--- src/rtl/psg_bus_sched.sv ---
`default_nettype none
// ============================================================================
// Module      : psg_bus_sched
// Description : Arbitrates the YM2149 register bus between the CPU port
//               decoder and the register-stream player. Turns each request
//               into a legal BDIR/BC cycle sequence and keeps a shadow of the
//               CPU-visible address latch so player writes stay invisible to
//               CPU software.
// Revision    : 1.0 - initial release
// ============================================================================
module psg_bus_sched (
    input  logic       CLK,
    input  logic       RESET,
    input  logic       cpu_req,
    input  logic [1:0] cpu_op,
    input  logic [7:0] cpu_din,
    output logic       cpu_ack,
    output logic [7:0] cpu_dout,
    input  logic       ply_req,
    input  logic [3:0] ply_addr,
    input  logic [7:0] ply_data,
    output logic       ply_ack,
    output logic       psg_bdir,
    output logic       psg_bc,
    output logic [7:0] psg_di,
    input  logic [7:0] psg_do,
    output logic       busy
);

    typedef enum logic [2:0] {
        ST_IDLE  = 3'd0,
        ST_ADDR  = 3'd1,
        ST_WRITE = 3'd2,
        ST_READ  = 3'd3,
        ST_ACK   = 3'd4
    } state_t;

    localparam logic [1:0] c_op_read = 2'b10;

    state_t     state_q, state_d;
    logic       gnt_cpu_q, gnt_cpu_d;     // current transaction belongs to the CPU
    logic       last_cpu_q, last_cpu_d;   // last grant went to the CPU
    logic [7:0] shadow_q, shadow_d;       // CPU's view of the address latch
    logic [7:0] cur_q, cur_d;             // value actually held in the PSG latch
    logic       cur_valid_q, cur_valid_d;
    logic [7:0] cpu_dout_q, cpu_dout_d;
    logic       cpu_ack_q, cpu_ack_d;
    logic       ply_ack_q, ply_ack_d;
    logic       psg_bdir_q, psg_bdir_d;
    logic       psg_bc_q, psg_bc_d;
    logic [7:0] psg_di_q, psg_di_d;

    logic       w_sel_cpu;
    logic       w_op_latch;
    logic       w_op_read;
    logic [7:0] w_tgt;
    logic [7:0] w_wdata;
    logic       w_hit;
    state_t     w_data_state;

    // Requester selection, target address and transition/bus-output decode
    always_comb begin
        state_d     = state_q;
        gnt_cpu_d   = gnt_cpu_q;
        last_cpu_d  = last_cpu_q;
        shadow_d    = shadow_q;
        cur_d       = cur_q;
        cur_valid_d = cur_valid_q;
        cpu_dout_d  = cpu_dout_q;
        psg_di_d    = psg_di_q;
        cpu_ack_d   = 1'b0;
        ply_ack_d   = 1'b0;
        psg_bdir_d  = 1'b0;
        psg_bc_d    = 1'b0;

        // In IDLE the grant is decided now; afterwards the stored grant holds.
        if (state_q == ST_IDLE) begin
            if (cpu_req && ply_req) begin
                w_sel_cpu = !last_cpu_q;
            end else begin
                w_sel_cpu = cpu_req;
            end
        end else begin
            w_sel_cpu = gnt_cpu_q;
        end

        // Op 11 decodes as an address latch, like op 00.
        w_op_latch   = w_sel_cpu && (cpu_op[1] == cpu_op[0]);
        w_op_read    = w_sel_cpu && (cpu_op == c_op_read);
        w_tgt        = w_sel_cpu ? (w_op_latch ? cpu_din : shadow_q)
                                 : {4'h0, ply_addr};
        w_wdata      = w_sel_cpu ? cpu_din : ply_data;
        w_hit        = cur_valid_q && (cur_q == w_tgt);
        w_data_state = w_op_read ? ST_READ : ST_WRITE;

        case (state_q)
            ST_IDLE: begin
                if (cpu_req || ply_req) begin
                    gnt_cpu_d  = w_sel_cpu;
                    last_cpu_d = w_sel_cpu;
                    state_d    = (w_op_latch || !w_hit) ? ST_ADDR : w_data_state;
                end
            end
            ST_ADDR: begin
                cur_d       = w_tgt;
                cur_valid_d = 1'b1;
                if (w_op_latch) begin
                    shadow_d = cpu_din;
                    state_d  = ST_ACK;
                end else begin
                    state_d  = w_data_state;
                end
            end
            ST_WRITE: begin
                state_d = ST_ACK;
            end
            ST_READ: begin
                cpu_dout_d = psg_do;
                state_d    = ST_ACK;
            end
            ST_ACK: begin
                state_d = ST_IDLE;
            end
            default: begin
                state_d = ST_IDLE;
            end
        endcase

        // Bus pins are registered, so they are encoded from the state being entered.
        case (state_d)
            ST_ADDR: begin
                psg_bdir_d = 1'b1;
                psg_bc_d   = 1'b1;
                psg_di_d   = w_tgt;
            end
            ST_WRITE: begin
                psg_bdir_d = 1'b1;
                psg_di_d   = w_wdata;
            end
            ST_READ: begin
                psg_bc_d   = 1'b1;
            end
            ST_ACK: begin
                cpu_ack_d  = w_sel_cpu;
                ply_ack_d  = !w_sel_cpu;
            end
            default: begin
                psg_bdir_d = 1'b0;
            end
        endcase
    end

    // State, shadow/latch tracking and registered outputs
    always_ff @(posedge CLK) begin
        if (RESET) begin
            state_q     <= ST_IDLE;
            gnt_cpu_q   <= 1'b0;
            last_cpu_q  <= 1'b0;
            shadow_q    <= 8'h00;
            cur_q       <= 8'h00;
            cur_valid_q <= 1'b0;
            cpu_dout_q  <= 8'hFF;
            cpu_ack_q   <= 1'b0;
            ply_ack_q   <= 1'b0;
            psg_bdir_q  <= 1'b0;
            psg_bc_q    <= 1'b0;
            psg_di_q    <= 8'h00;
        end else begin
            state_q     <= state_d;
            gnt_cpu_q   <= gnt_cpu_d;
            last_cpu_q  <= last_cpu_d;
            shadow_q    <= shadow_d;
            cur_q       <= cur_d;
            cur_valid_q <= cur_valid_d;
            cpu_dout_q  <= cpu_dout_d;
            cpu_ack_q   <= cpu_ack_d;
            ply_ack_q   <= ply_ack_d;
            psg_bdir_q  <= psg_bdir_d;
            psg_bc_q    <= psg_bc_d;
            psg_di_q    <= psg_di_d;
        end
    end

    assign cpu_ack  = cpu_ack_q;
    assign ply_ack  = ply_ack_q;
    assign cpu_dout = cpu_dout_q;
    assign psg_bdir = psg_bdir_q;
    assign psg_bc   = psg_bc_q;
    assign psg_di   = psg_di_q;
    assign busy     = (state_q != ST_IDLE);

endmodule
`default_nettype wire
--- config.mk ---
export PLATFORM = sky130hd
export DESIGN_NAME = psg_bus_sched
export DESIGN_NICKNAME = d
export VERILOG_FILES = /design/src/rtl/psg_bus_sched.sv
export SDC_FILE = /design/constraint.sdc
export NUM_CORES = 1
export LEC_CHECK = 0
export BUFFER_PORTS_ARGS = -buffer_cell sky130_fd_sc_hd__clkbuf_2
export CAP_MARGIN = 15
export CORE_ASPECT_RATIO = 1.5
export CORE_UTILIZATION = 45
export CTS_CLUSTER_DIAMETER = 30
export DETAILED_ROUTE_END_ITERATION = 12
export HOLD_SLACK_MARGIN = 0.02
export PLACE_DENSITY = 0.79
export SKIP_CTS_REPAIR_TIMING = 1
export SYNTH_ARGS = -nofsm -noshare
export SYNTH_HDL_FRONTEND = slang
export SYNTH_SLANG_ARGS = --single-unit
--- constraint.sdc ---
create_clock -name CLK -period 2.8 [get_ports CLK]
set_clock_uncertainty 0.05 [all_clocks]
set_input_delay 0.14 -clock CLK [delete_from_list [all_inputs] [get_ports CLK]]
set_output_delay 0.14 -clock CLK [all_outputs]
set_load 0.005 [all_outputs]
==> qor.txt <==
status -> complete, but fails checks
violated checks -> negative hold slack
Pre-antenna DRT Iters -> 4
Crit path max-delay family -> simple AND/OR/NAND/NOR gates
top post-synthesis cells by area -> dfxtp_1 (37%), nand2_1 (8.0%), mux2i_1 (7.7%)
Yosys top cell by area -> dfxtp_1
input/output buffers -> 54
asr flop ratio synth -> 0%
Final Cycle Share -> 92.3%
Leakage -> 0.00127 µW
Cell Pwr Density -> 604 nW/µm²
Initial Util -> 47.8%
max incr delay on CP -> 570 ps
Final Setup Violations -> 0
Slew headroom -> 64.6%
DRT Wirelength -> 5310 µm
number of buffers and inverters on the critical path -> 1
Final Slew Violations -> 0
Post-route DRC -> 0
achievable frequency -> 0.387 GHz
post-route setup slack -> 215 ps
count of different cell masters after synthesis -> 40
VDD IR max -> 0.242 mV
Via density -> 5.23
Min Hold Slack -> -0.351 ps
Worst R2R Path Depth -> 8
worst hold path class -> input pin to register
Synth Warn # -> 0
Sinks on Clock Net -> 41
Worst setup EP type -> register
Cells after Synth -> 268
syn_nets -> 303
CP Launch Type -> register
ys flop type -> dfxtp_1
Critical-path top delay cell -> or4_1
GRT Total Usage -> 20.8%
GR Overflow Total -> 0
area taken by flip-flops and latches -> 821 µm²
H-tree depth -> 2
unrepaired setup endpoints after global routing -> false
crit-path cells -> nor3_4 > inv_2 > o21a_2 > o211ai_1 > nand4_1 > or4_1 > o21ai_2 > a221o_1
Mapped Area -> 2210 µm²
Switching Fraction -> 32.4%
vias post-DR -> 2066
Post-DP HPWL -> 4040 µm
final core occ -> 58.9%
Final TNS setup -> 0 ps
critical path type -> register to register
NetSw -> 533 µW
clock-pin slew on the worst setup and hold paths -> 80 ps
Synth top area share -> 37.2%
critical path fanouts, max -> 16
first-pass GRT wire length -> 8170 µm
hold path cells -> 3
Cell Area, Placed -> 2580 µm²
syn_area_per_cell -> 8.24 µm²
Max clock buf depth -> 2
FF+latch count, synth -> 41
CTS tree -> yes
min Tclk post-route -> 2580 ps
clock insertion delay at the later pin of the skew report -> 300 ps
largest net degree at the start of global routing -> 39
Area Growth Syn to Fin -> 23.2%
Gate power share -> 30.9%
root buf cell -> clkbuf_8
Worst-Margin Slew -> 528 ps
register area share after synthesis -> 37.2%
I/O Pins -> 55
n_diodes -> 0
Post-synth EDFFs -> 0
Die W -> 59.2 µm
Layout Nets -> 366
Iteration-0 DRC Markers -> 92
final hold viol count -> 1
internal power -> 1110 µW
Final Cell Area -> 2720 µm²
RD Place Congestion -> 0.841
Placement Rows -> 30
Multi-input gate area -> 1250 µm²
vias in the first global route -> 1863
Wirelength per Cell -> 13.5 µm
Max Cap Viol -> 0
Clock power frac -> 27.7%
fill count -> 403
Tot Pwr -> 1640 µW
CTS buffer count -> 5
antenna violations before repair -> 0
WP depth -> 8
die height -> 87.8 µm
die area -> 5200 µm²
antenna-violating nets left -> 0
WP data required -> 2990 ps
layout cell share with drive strength beyond 1 -> 26.3%
share of power burned in registers -> 41.3%
pre-CTS worst setup slack -> 134 ps
core footprint -> 4620 µm²
WP data arrival -> 2770 ps
[final timing paths]
kind,slack [ps],end,start
max,220,psg_di[4],state_q[1]
min,-0.4,cpu_dout[1],psg_do[1]
max reg2reg,220,psg_di[4],state_q[1]
min reg2reg,430,cur_q[5],cur_q[5]
[layout by cell type, fill, tap and decap left out, drive strengths merged, types with 3 or more instances in the layout]
master       instances
clkbuf              59
nor3                 3
nor4                 6
o21ai                9
nor2                26
or3                  4
nand2               47
a21oi               15
a221o                8
and2                 9
dfxtp               41
or2                  3
o211ai              16
nand3b              16
buf                 14
inv                 15
dlygate4sd3          3
mux2i               17
[cell type report]
| cell class | count | share of cell area (%) |
|---|---|---|
| clock inverters | 2 | 1.29 |
| repair buffers | 71 | 14.9 |
| multi-input cells | 197 | 46.1 |
| flip-flops and latches | 41 | 30.2 |
| well taps | 64 | 2.94 |
| inverters | 15 | 2.07 |
| clock buffers | 5 | 2.53 |
[per-stage QoR]
step | hold WS [ps] | instances
after detailed placement | 305 | 385
after global routing | 22.5 | 395
after global placement | 301 | 385
final | -0.351 | 395
after floorplan | 206 | 268
after CTS | -3.73 | 392
[worst reg2reg max path, cell delays in order (launching register included)]
cell and delay, ps:
dfxtp_1 380, nor3_4 260, inv_2 140, o21a_2 330
o211ai_1 210, nand4_1 200, or4_1 570, o21ai_2 180
a221o_1 220
[logic make-up after synthesis]
family          after synthesis  synth area share [%]
compound gates               54                  18.4
xor+xnor                      2                 0.793
fa+ha+maj                     1                 0.566
buf+inv                      30                  6.51
flops                        41                  37.2
mux                          17                  7.71
simple gates                123                  28.9
[state kept, by name (all words and copies together) (netlist names), 3 cells and up]
signal	flops
cur_q	8
cpu_dout	8
shadow_q	8
psg_di	8
state_q	3
[per-layer routing]
| layer | wire (µm) | track usage [%] |
|---|---|---|
| met4 | 110 | 10.2 |
| met3 | 199 | 3.69 |
| met5 | 0 | 0 |
| met1 | 2230 | 22.8 |
| met2 | 2780 | 37.6 |
[cell usage after synthesis (2+ instances only)]
cell type / instances
and2_1: 9
nor4_1: 5
mux2i_1: 17
a21oi_1: 15
clkbuf_1: 9
inv_1: 14
a221o_1: 8
o211ai_1: 16
o21ai_1: 2
nor3_1: 2
nand2_1: 47
or3_1: 4
or2_2: 2
dfxtp_1: 41
nand4_1: 2
xnor2_1: 2
o21ai_0: 5
nand3b_1: 16
buf_4: 2
nor4b_1: 2
nor2_1: 26
nand3_1: 2
buf_6: 3
[power by group through the flow]
stage               logic [µW]  clock network (µW)  registers, µW
finish                     509                 455            680
global route               563                 483            686
CTS                        497                 467            678
detailed placement         495                   0            691
global placement           486                   0            689
floorplan                  355                   0            688
No activity file was read; power rests on OpenSTA's default activity.
